`src/rtl/uart_pkg.sv`:
```
// uart_pkg: shared FSM encoding and default sizing for the UART transmit path.
package uart_pkg;

  localparam int UART_SIZE      = 32;
  localparam int FEEDER_DEPTH   = 8;
  localparam int FEEDER_TIMEOUT = 1023;

  typedef logic [1:0] feeder_state_t;

  localparam feeder_state_t IDLE      = 2'd0;
  localparam feeder_state_t WAIT_DONE = 2'd1;
  localparam feeder_state_t GAP       = 2'd2;

endpackage

```
`src/rtl/uart_sync_fifo.sv`:
```
// uart_sync_fifo: show-ahead synchronous FIFO. The head word is visible on rd_data while not empty;
// full is judged before a same-cycle pop, so a write into a full FIFO is always dropped.
module uart_sync_fifo
  import uart_pkg::*;
#(
  parameter int SIZE  = UART_SIZE,
  parameter int DEPTH = FEEDER_DEPTH
) (
  input  logic                   CLK_Baudin,
  input  logic                   RstTx,
  input  logic                   wr_en,
  input  logic [SIZE-1:0]        wr_data,
  input  logic                   rd_en,
  output logic [SIZE-1:0]        rd_data,
  output logic                   full,
  output logic                   empty,
  output logic [$clog2(DEPTH):0] level,
  output logic                   overflow
);

  localparam int PTR_W = $clog2(DEPTH);

  logic [SIZE-1:0]  mem_q [DEPTH];
  logic [PTR_W-1:0] wr_ptr_q, wr_ptr_d;
  logic [PTR_W-1:0] rd_ptr_q, rd_ptr_d;
  logic [PTR_W:0]   level_q, level_d;
  logic             overflow_q, overflow_d;
  logic             push, pop;

  assign full     = (level_q == (PTR_W+1)'(DEPTH));
  assign empty    = (level_q == '0);
  assign level    = level_q;
  assign overflow = overflow_q;
  assign rd_data  = mem_q[rd_ptr_q];

  always_comb begin
    push       = wr_en & ~full;
    pop        = rd_en & ~empty;
    overflow_d = wr_en & full;
    wr_ptr_d   = push ? wr_ptr_q + 1'b1 : wr_ptr_q;
    rd_ptr_d   = pop  ? rd_ptr_q + 1'b1 : rd_ptr_q;
    level_d    = level_q;
    if (push && !pop) begin
      level_d = level_q + 1'b1;
    end else if (pop && !push) begin
      level_d = level_q - 1'b1;
    end
  end

  // Storage needs no reset: nothing is read until a push has written the slot.
  always_ff @(posedge CLK_Baudin) begin
    if (push) begin
      mem_q[wr_ptr_q] <= wr_data;
    end
  end

  always_ff @(posedge CLK_Baudin or posedge RstTx) begin
    if (RstTx) begin
      wr_ptr_q   <= '0;
      rd_ptr_q   <= '0;
      level_q    <= '0;
      overflow_q <= 1'b0;
    end else begin
      wr_ptr_q   <= wr_ptr_d;
      rd_ptr_q   <= rd_ptr_d;
      level_q    <= level_d;
      overflow_q <= overflow_d;
    end
  end

endmodule

```
`src/rtl/uart_tx_feeder.sv`:
```
// uart_tx_feeder: buffers host words and launches them one at a time into the UART transmitter.
// Build option UART_TX_FEEDER_STATS_EN adds saturating tx_count / retry_count outputs.
module uart_tx_feeder
  import uart_pkg::*;
#(
  parameter int SIZE    = UART_SIZE,
  parameter int DEPTH   = FEEDER_DEPTH,
  parameter int TIMEOUT = FEEDER_TIMEOUT
) (
  input  logic                   CLK_Baudin,
  input  logic                   RstTx,
  input  logic                   wr_en,
  input  logic [SIZE-1:0]        wr_data,
  output logic                   full,
  output logic                   empty,
  output logic [$clog2(DEPTH):0] level,
  output logic                   overflow,
  output logic                   NewData,
  output logic [SIZE-1:0]        DataIn,
  input  logic                   DoneTx,
  input  logic                   Flag_in,
  output logic                   busy,
  output logic                   timeout_err
`ifdef UART_TX_FEEDER_STATS_EN
  ,output logic [15:0]           tx_count
  ,output logic [15:0]           retry_count
`endif
);

  // state     | meaning
  // IDLE      | no word in flight; pops the FIFO head when one is available
  // WAIT_DONE | word launched, waiting for the DoneTx rising edge or the watchdog
  // GAP       | one guard cycle so the transmitter is back in its idle before the next launch

  localparam int WDOG_W = $clog2(TIMEOUT + 1);
  localparam logic [WDOG_W-1:0] WDOG_LAST = WDOG_W'(TIMEOUT - 1);

  feeder_state_t     state_q, state_d;
  logic              new_data_q, new_data_d;
  logic [SIZE-1:0]   data_in_q, data_in_d;
  logic [WDOG_W-1:0] wdog_q, wdog_d;
  logic              timeout_q, timeout_d;
  logic              done_tx_q;
  logic              done_edge;
  logic              fifo_pop;
  logic [SIZE-1:0]   fifo_rd_data;

  uart_sync_fifo #(
    .SIZE  (SIZE),
    .DEPTH (DEPTH)
  ) u_fifo (
    .CLK_Baudin (CLK_Baudin),
    .RstTx      (RstTx),
    .wr_en      (wr_en),
    .wr_data    (wr_data),
    .rd_en      (fifo_pop),
    .rd_data    (fifo_rd_data),
    .full       (full),
    .empty      (empty),
    .level      (level),
    .overflow   (overflow)
  );

  assign done_edge   = DoneTx & ~done_tx_q;
  assign NewData     = new_data_q;
  assign DataIn      = data_in_q;
  assign busy        = (state_q != IDLE);
  assign timeout_err = timeout_q;

  always_comb begin
    state_d    = state_q;
    new_data_d = 1'b0;
    data_in_d  = data_in_q;
    wdog_d     = wdog_q;
    timeout_d  = 1'b0;
    fifo_pop   = 1'b0;
    case (state_q)
      IDLE: begin
        wdog_d = '0;
        if (!empty) begin
          fifo_pop   = 1'b1;
          new_data_d = 1'b1;
          data_in_d  = fifo_rd_data;
          state_d    = WAIT_DONE;
        end
      end
      WAIT_DONE: begin
        // A completion arriving on the watchdog's last cycle still counts as success.
        if (done_edge) begin
          state_d = GAP;
        end else if (wdog_q == WDOG_LAST) begin
          timeout_d = 1'b1;
          state_d   = GAP;
        end else begin
          wdog_d = wdog_q + 1'b1;
        end
      end
      GAP: begin
        wdog_d  = '0;
        state_d = IDLE;
      end
      default: begin
        wdog_d  = '0;
        state_d = IDLE;
      end
    endcase
  end

  always_ff @(posedge CLK_Baudin or posedge RstTx) begin
    if (RstTx) begin
      state_q    <= IDLE;
      new_data_q <= 1'b0;
      data_in_q  <= '0;
      wdog_q     <= '0;
      timeout_q  <= 1'b0;
      done_tx_q  <= 1'b0;
    end else begin
      state_q    <= state_d;
      new_data_q <= new_data_d;
      data_in_q  <= data_in_d;
      wdog_q     <= wdog_d;
      timeout_q  <= timeout_d;
      done_tx_q  <= DoneTx;
    end
  end

`ifdef UART_TX_FEEDER_STATS_EN
  logic        flag_in_q;
  logic [15:0] tx_count_q, tx_count_d;
  logic [15:0] retry_count_q, retry_count_d;

  always_comb begin
    tx_count_d    = tx_count_q;
    retry_count_d = retry_count_q;
    if (state_q == WAIT_DONE) begin
      if (done_edge && (tx_count_q != 16'hFFFF)) begin
        tx_count_d = tx_count_q + 1'b1;
      end
      if (Flag_in && !flag_in_q && (retry_count_q != 16'hFFFF)) begin
        retry_count_d = retry_count_q + 1'b1;
      end
    end
  end

  always_ff @(posedge CLK_Baudin or posedge RstTx) begin
    if (RstTx) begin
      flag_in_q     <= 1'b0;
      tx_count_q    <= '0;
      retry_count_q <= '0;
    end else begin
      flag_in_q     <= Flag_in;
      tx_count_q    <= tx_count_d;
      retry_count_q <= retry_count_d;
    end
  end

  assign tx_count    = tx_count_q;
  assign retry_count = retry_count_q;
`else
  // Retries are handled entirely by the transmitter; Flag_in only feeds the statistics.
  logic unused_flag_in;
  assign unused_flag_in = Flag_in;
`endif

endmodule

```
`config.mk`:
```
export PLATFORM = sky130hd
export DESIGN_NAME = uart_tx_feeder
export DESIGN_NICKNAME = d
export VERILOG_FILES = /design/src/rtl/uart_pkg.sv /design/src/rtl/uart_sync_fifo.sv /design/src/rtl/uart_tx_feeder.sv
export SDC_FILE = /design/constraint.sdc
export NUM_CORES = 1
export LEC_CHECK = 0
export CORE_MARGIN = 8
export CORE_UTILIZATION = 30
export CTS_CLUSTER_DIAMETER = 30
export CTS_CLUSTER_SIZE = 25
export DETAILED_ROUTE_END_ITERATION = 7
export PLACE_DENSITY = 0.43
export SLEW_MARGIN = 10
export SYNTH_ARGS = -nofsm -noshare
export SYNTH_HDL_FRONTEND = slang
export SYNTH_SLANG_ARGS = --single-unit
export TNS_END_PERCENT = 5
```
`constraint.sdc`:
```
create_clock -name CLK_Baudin -period 4.6 [get_ports CLK_Baudin]
set_clock_uncertainty 0.15 [all_clocks]
set_input_delay 0.92 -clock CLK_Baudin [delete_from_list [all_inputs] [get_ports CLK_Baudin]]
set_output_delay 0.92 -clock CLK_Baudin [all_outputs]
set_load 0.05 [all_outputs]
```
# ---- Word-level counts from Yosys, hierarchy flattened
# Memories as Yosys holds them, arrays and structs flattened. A register that Yosys moved wholly into a read port is not among the register bits.
# Cells that the tools add are included.
dict set report totals {
  word_cells 56
  ff_bits 26
  ram_bits 256
  memories 1
  in_bits 37
}
dict set report op_classes {
  addsub 5
  bitwise_logic 7
  n_reduce_logical 11
  n_mux 16
  n_eq_ne 7
}
# name words word_bits rd rd_ports_with_merged_regs write_ports line_no
set memory_table {}
lappend memory_table {u_fifo.mem_q 8 32 1 1 1 uart_sync_fifo.sv:23} ;# logic [SIZE-1:0] mem_q [DEPTH];
# op count
set op_table {}
lappend op_table {{$mux W10} 3}
lappend op_table {{$add A10 B1 Y10 const B} 1}
lappend op_table {{$eq A10 B10 Y1 const B} 1}
lappend op_table {{$mux W4} 2}
lappend op_table {{$mux W1} 7}
lappend op_table {{$add A3 B1 Y3 const B} 2}
lappend op_table {{$mux W2} 3}
lappend op_table {{$ne A2 B2 Y1 const B} 3}
lappend op_table {{$reduce_and A2 Y1} 3}
lappend op_table {{$add A4 B1 Y4 const B} 1}
lappend op_table {{$and A1 B1 Y1} 4}
lappend op_table {{$eq A4 B4 Y1 const B} 1}
lappend op_table {{$logic_not A4 Y1} 1}
lappend op_table {{$pmux W2 S2} 1}
lappend op_table {{$reduce_bool A2 Y1} 2}
lappend op_table {{$sub A4 B1 Y4 const B} 1}
lappend op_table {{$ne A3 B3 Y1 const B} 1}
lappend op_table {{$not A1 Y1} 3}
lappend op_table {{$eq A2 B1 Y1 const B} 1}
lappend op_table {{$logic_and A1 B1 Y1} 2}
lappend op_table {{$logic_not A1 Y1} 2}
lappend op_table {{$logic_not A2 Y1} 1}

# ---- Longest topological paths before layout
dict set report logic_depth {
  depth_word 7
  depth_mapped 11
  mapped_depth_nobuf 9
}

# ---- Modules after synthesis
# Synthesis repeated with hierarchy kept, for this count alone.
dict set report hier_totals {
  cells_unflattened 577
  area_unflattened_um2 12358.1
}
# mod area_each_um2 seq_area_each_um2 instances cells_each
set by_module_without_submodules {}
lappend by_module_without_submodules {uart_sync_fifo 10402.5 7962.6 1 436}
lappend by_module_without_submodules {uart_tx_feeder 1955.6 1176.1 1 141}

# ---- Least setup slack after synthesis
# OpenSTA, ideal clock, no wires.
dict set report synth_path {
  kind {reg2reg}
  start {reg u_fifo.level_q[0], in the netlist u_fifo.level[0]}
  end {mem u_fifo.mem_q[0][0] (netlist bit), enable pin}
  setup_slack_ns 0.304
  setup_ns 0.461
  required_time_ns 3.989
  path_buffers 1
  synth_period_minus_slack_ns 4.296
  stages_incl_launch_ff 6
  t_arrival_ns 3.685
  cell_sequence {dfrtp_1 -> nor4b_2 -> nor2b_1 -> buf_2 -> nand2b_1 -> nor3_1}
}
dict set report synth_between {
  elab_chain_len 5
}
# element line_no
set synth_rtl {}
lappend synth_rtl {{from (decl)} uart_sync_fifo.sv:26} ;# logic [PTR_W:0] level_q, level_d;
lappend synth_rtl {{from (signal assigned)} uart_sync_fifo.sv:66} ;# level_q <= level_d;
lappend synth_rtl {{$eq A4 B4 Y1} uart_sync_fifo.sv:30} ;# assign full = (level_q == (PTR_W+1)'(DEPTH));
lappend synth_rtl {{net full} uart_tx_feeder.sv:14} ;# output logic full,
lappend synth_rtl {{$not A1 Y1} uart_sync_fifo.sv:37} ;# push = wr_en & ~full;
lappend synth_rtl {{$and A1 B1 Y1} uart_sync_fifo.sv:37}
lappend synth_rtl {{net u_fifo.push} uart_sync_fifo.sv:28} ;# logic push, pop;
lappend synth_rtl {{$mux W1} uart_sync_fifo.sv:52} ;# if (push) begin
lappend synth_rtl {{$mux W1 (not written as such)} uart_sync_fifo.sv:53} ;# mem_q[wr_ptr_q] <= wr_data;
lappend synth_rtl {{to (decl)} uart_sync_fifo.sv:23}
# The timed path passes the listed nets, and every way through them passes these cells.

# ---- Final worst setup path
dict set report layout_path {
  start {reg u_fifo.level_q[0], in the netlist u_fifo.level[0]}
  end {out full}
}
dict set report layout_between {
  elab_chain_len 1
}
# element line_no
set layout_rtl {}
lappend layout_rtl {{$eq A4 B4 Y1} uart_sync_fifo.sv:30}
lappend layout_rtl {{to (decl)} uart_tx_feeder.sv:14}
# Every way passes these cells.

==> results_dict.tcl <==
set metrics [dict create \
    status "finished, final reports clean" \
    critPathMaxStageDelay_ns 0.87 \
    cp-start-kind "flip-flop" \
    worstReg2RegEnd "u_fifo.level[3]$_DFFE_PP0P_" \
    final_nets 936 \
    cp.required_ns 3.53 \
    dr.pass1.iters 4 \
    antenna_found_initial 1 \
    min_period_over_period_pct 72.2 \
    cts_tree "yes" \
    synth_edf_count 256 \
    place_ws_ns 0.938 \
    clock-sinks 314 \
    p_switching_mw 4.10 \
    grt_max_degree 55 \
    critPathBufInv 1 \
    h-tree-depth 3 \
    start_util_pct 30.3 \
    drc 0 \
    ys_ff_latch 314 \
    clockBufferDepth 3 \
    pwr-share-clk_pct 42.2 \
    synth.area.top_cells "edfxtp_1 62%, dfrtp_1 12%, mux2i_1 11%" \
    vias 6746 \
    drv_slew 0 \
    final-hold-violation-count 0 \
    hp-class "reg -> reg" \
    rr_startpoint "u_fifo.level[3]$_DFFE_PP0P_" \
    drtIter0Drc 343 \
    slew_headroom_pct 34.6 \
    cp-end-kind "output pin" \
    mostFrequentLayoutCells "256 x edfxtp_1, 130 x mux2i_1, 80 x nand2_1" \
    yosysTopAreaCellShare_pct 62.5 \
    routed_wl_um 27900 \
    vias_per_cell 4.54 \
    min_to "DataIn[3]$_DFFE_PP0P_" \
    seqPwrFrac_pct 31.3 \
    drtAntennaViolNets 0 \
    yosys.area.top_type "edfxtp_1" \
    routedWlPerCell_um 18.8 \
    avgSynthCellArea_um2 16.3 \
    die_h_um 219 \
    synthToLayoutAreaGrowth_pct 33.2 \
    synth.distinct_cells 48 \
    synth-main-ff-cell "edfxtp_1" \
    wl_met2_um 13400 \
    dp.cells 1346 \
    crit_type "reg -> out" \
    tightestPinTransition_ns 0.980 \
    rsz0062_at_grt "false" \
    post_cts_buffers 0 \
    worstSkewPairLatency_ns 0.56 \
    io_buffers 77 \
    p_leak_nw 6.09 \
    ir_worst_vdd_v 0.000359 \
    grt_pass1_wl_um 43100 \
    hpwlAfterDp_um 15400 \
    grt_pass1_vias 7168 \
    final_cells 1487 \
    core.rowCount 74 \
    core_area_um2 40600 \
    routabilityCongestion 0.673 \
    crit_path_top_delay_cell "clkdlybuf4s50_1" \
    fmax_mhz 301 \
    min_path_cells 2 \
    power_density_nw_per_um2 780 \
    syn_inst 757 \
    cts_root_buffer "clkbuf_16" \
    internal_power_mw 8.68 \
    drive_above_1_share_pct 17.7 \
    layout_min_cycle_time_ns 3.32 \
    wl_met1_um 12800 \
    die_w_um 219 \
    syn_area_um2 12300 \
    wl_met3_um 1220 \
    fin_setup_tns_ns 0 \
    r2r_setup_slack_ns 1.73 \
    switching_share_pct 32.1 \
    die_area_um2 47800 \
    critPathTopFamily "buffers and inverters" \
    holdWs_ns 0.317 \
    ios 79 \
    crit_path_max_fanout 6 \
    cp.arrival_ns 2.25 \
    comb_power_share_pct 26.6 \
    numCtsBuffers 75 \
    grtUsageTotal_pct 11.9 \
    yosys_warnings 0 \
    cts_hold_buf 0 \
    path_clk_slew_ns 0.04 \
    r2r_cells 8 \
    ys_seq_area_share_pct 74.3 \
    setup_slack_ns 1.28 \
    drv_cap 0 \
    min_from "DataIn[3]$_DFFE_PP0P_" \
    grt_overflow 0 \
    cp_cell_sequence "nor4b_2 > clkdlybuf4s50_1" \
    setup_viol 0 \
    cts_resized 0 \
    total_power_mw 12.8 \
    routed.top_layer "met4" \
    async_flop_share_pct 18.5 \
    syn-num-nets 802 \
    layout_commonest_cell "edfxtp_1" \
]
[logic make-up (layout without fill, tap and decap cells)]
kind of cell / Yosys count / count (layout) / synth area share [%]
mux: 132 / 132 / 10.8
other cells: 0 / 1 / 0
xor+xnor: 7 / 7 / 0.498
compound gates: 87 / 87 / 5.16
flops: 314 / 314 / 74.3
buf+inv: 44 / 241 / 2.02
fa+ha+maj: 8 / 8 / 0.874
simple gates: 165 / 165 / 6.39
[cell usage after synthesis (2+ instances only)]
cell type,number
edfxtp_1,256
mux2i_1,130
nand2_1,80
a22oi_1,64
dfrtp_1,58
nand3_1,34
nor2_1,13
buf_2,11
clkbuf_1,11
buf_4,8
ha_1,7
nor2b_1,7
nand2b_1,6
xnor2_1,6
a21oi_1,5
a31oi_1,5
nor3_1,5
buf_6,4
inv_1,4
and2_1,3
buf_1,3
nand4_1,3
o21ai_0,3
a211oi_1,2
and2_0,2
and3_1,2
clkbuf_4,2
o31ai_1,2
or2_1,2
[per-stage QoR]
step	utilization [%]	area, µm²
floorplan	-	12300
global route	40.3	16400
global placement	33.8	13700
CTS	40.3	16400
finish	40.3	16400
detailed placement	33.8	13700
[worst reg2reg max path, stage by stage (launching register included)]
cell       delay (ns)
dfrtp_1          0.44
nor4b_2          0.21
nor2b_1          0.47
ha_1             0.33
inv_1            0.12
ha_1             0.28
a21o_1           0.20
a2111oi_0        0.40
o31ai_1          0.13
[worst max-delay path by stage]
stage,cells after the start,start,endpoint
floorplan,5,u_fifo.level[0]$_DFFE_PP0P_,u_fifo.mem_q[0][0]$_DFFE_PP_
global placement,5,wr_en,u_fifo.mem_q[4][15]$_DFFE_PP_
detailed placement,5,wr_en,u_fifo.mem_q[4][15]$_DFFE_PP_
CTS,2,u_fifo.level[0]$_DFFE_PP0P_,full
global route,2,u_fifo.level[0]$_DFFE_PP0P_,full
finish,2,u_fifo.level[0]$_DFFE_PP0P_,full
[layer usage]
| layer | global-route usage [%] | vias up |
|---|---|---|
| met5 | 0 | - |
| met4 | 4.68 | 0 |
| met3 | 3.11 | 44 |
| met2 | 18.9 | 126 |
| met1 | 15.2 | 3356 |
| li1 | - | 3220 |
[final cells by class]
class,instances,area [µm²]
diodes,1,2.50
clock buffers,95,2080
multi-input cells,399,2980
repair buffers,96,926
flip-flops and latches,314,9140
fillers,3704,24300
clock inverters,45,561
well taps,532,666
inverters,5,21.3
[power groups by stage]
stage / clock network [mW] / registers [mW] / logic [mW]
after CTS: 5.50 / 4.01 / 3.51
after global placement: 0 / 4.04 / 3.47
after floorplan: 0 / 4.49 / 1.90
final: 5.39 / 4.00 / 3.40
after global routing: 5.65 / 4.06 / 3.72
after detailed placement: 0 / 4.05 / 3.49
[state kept, by name, indices dropped and copies added, names as in the netlist]
register,flops
NewData,1
timeout_err,1
wdog_q,10
u_fifo.mem_q,256
u_fifo.overflow,1
u_fifo.rd_ptr_q,3
u_fifo.level,4
u_fifo.wr_ptr_q,3
state_q,2
done_tx_q,1
DataIn,32
Note: power is estimated with default switching activity, not from simulation.
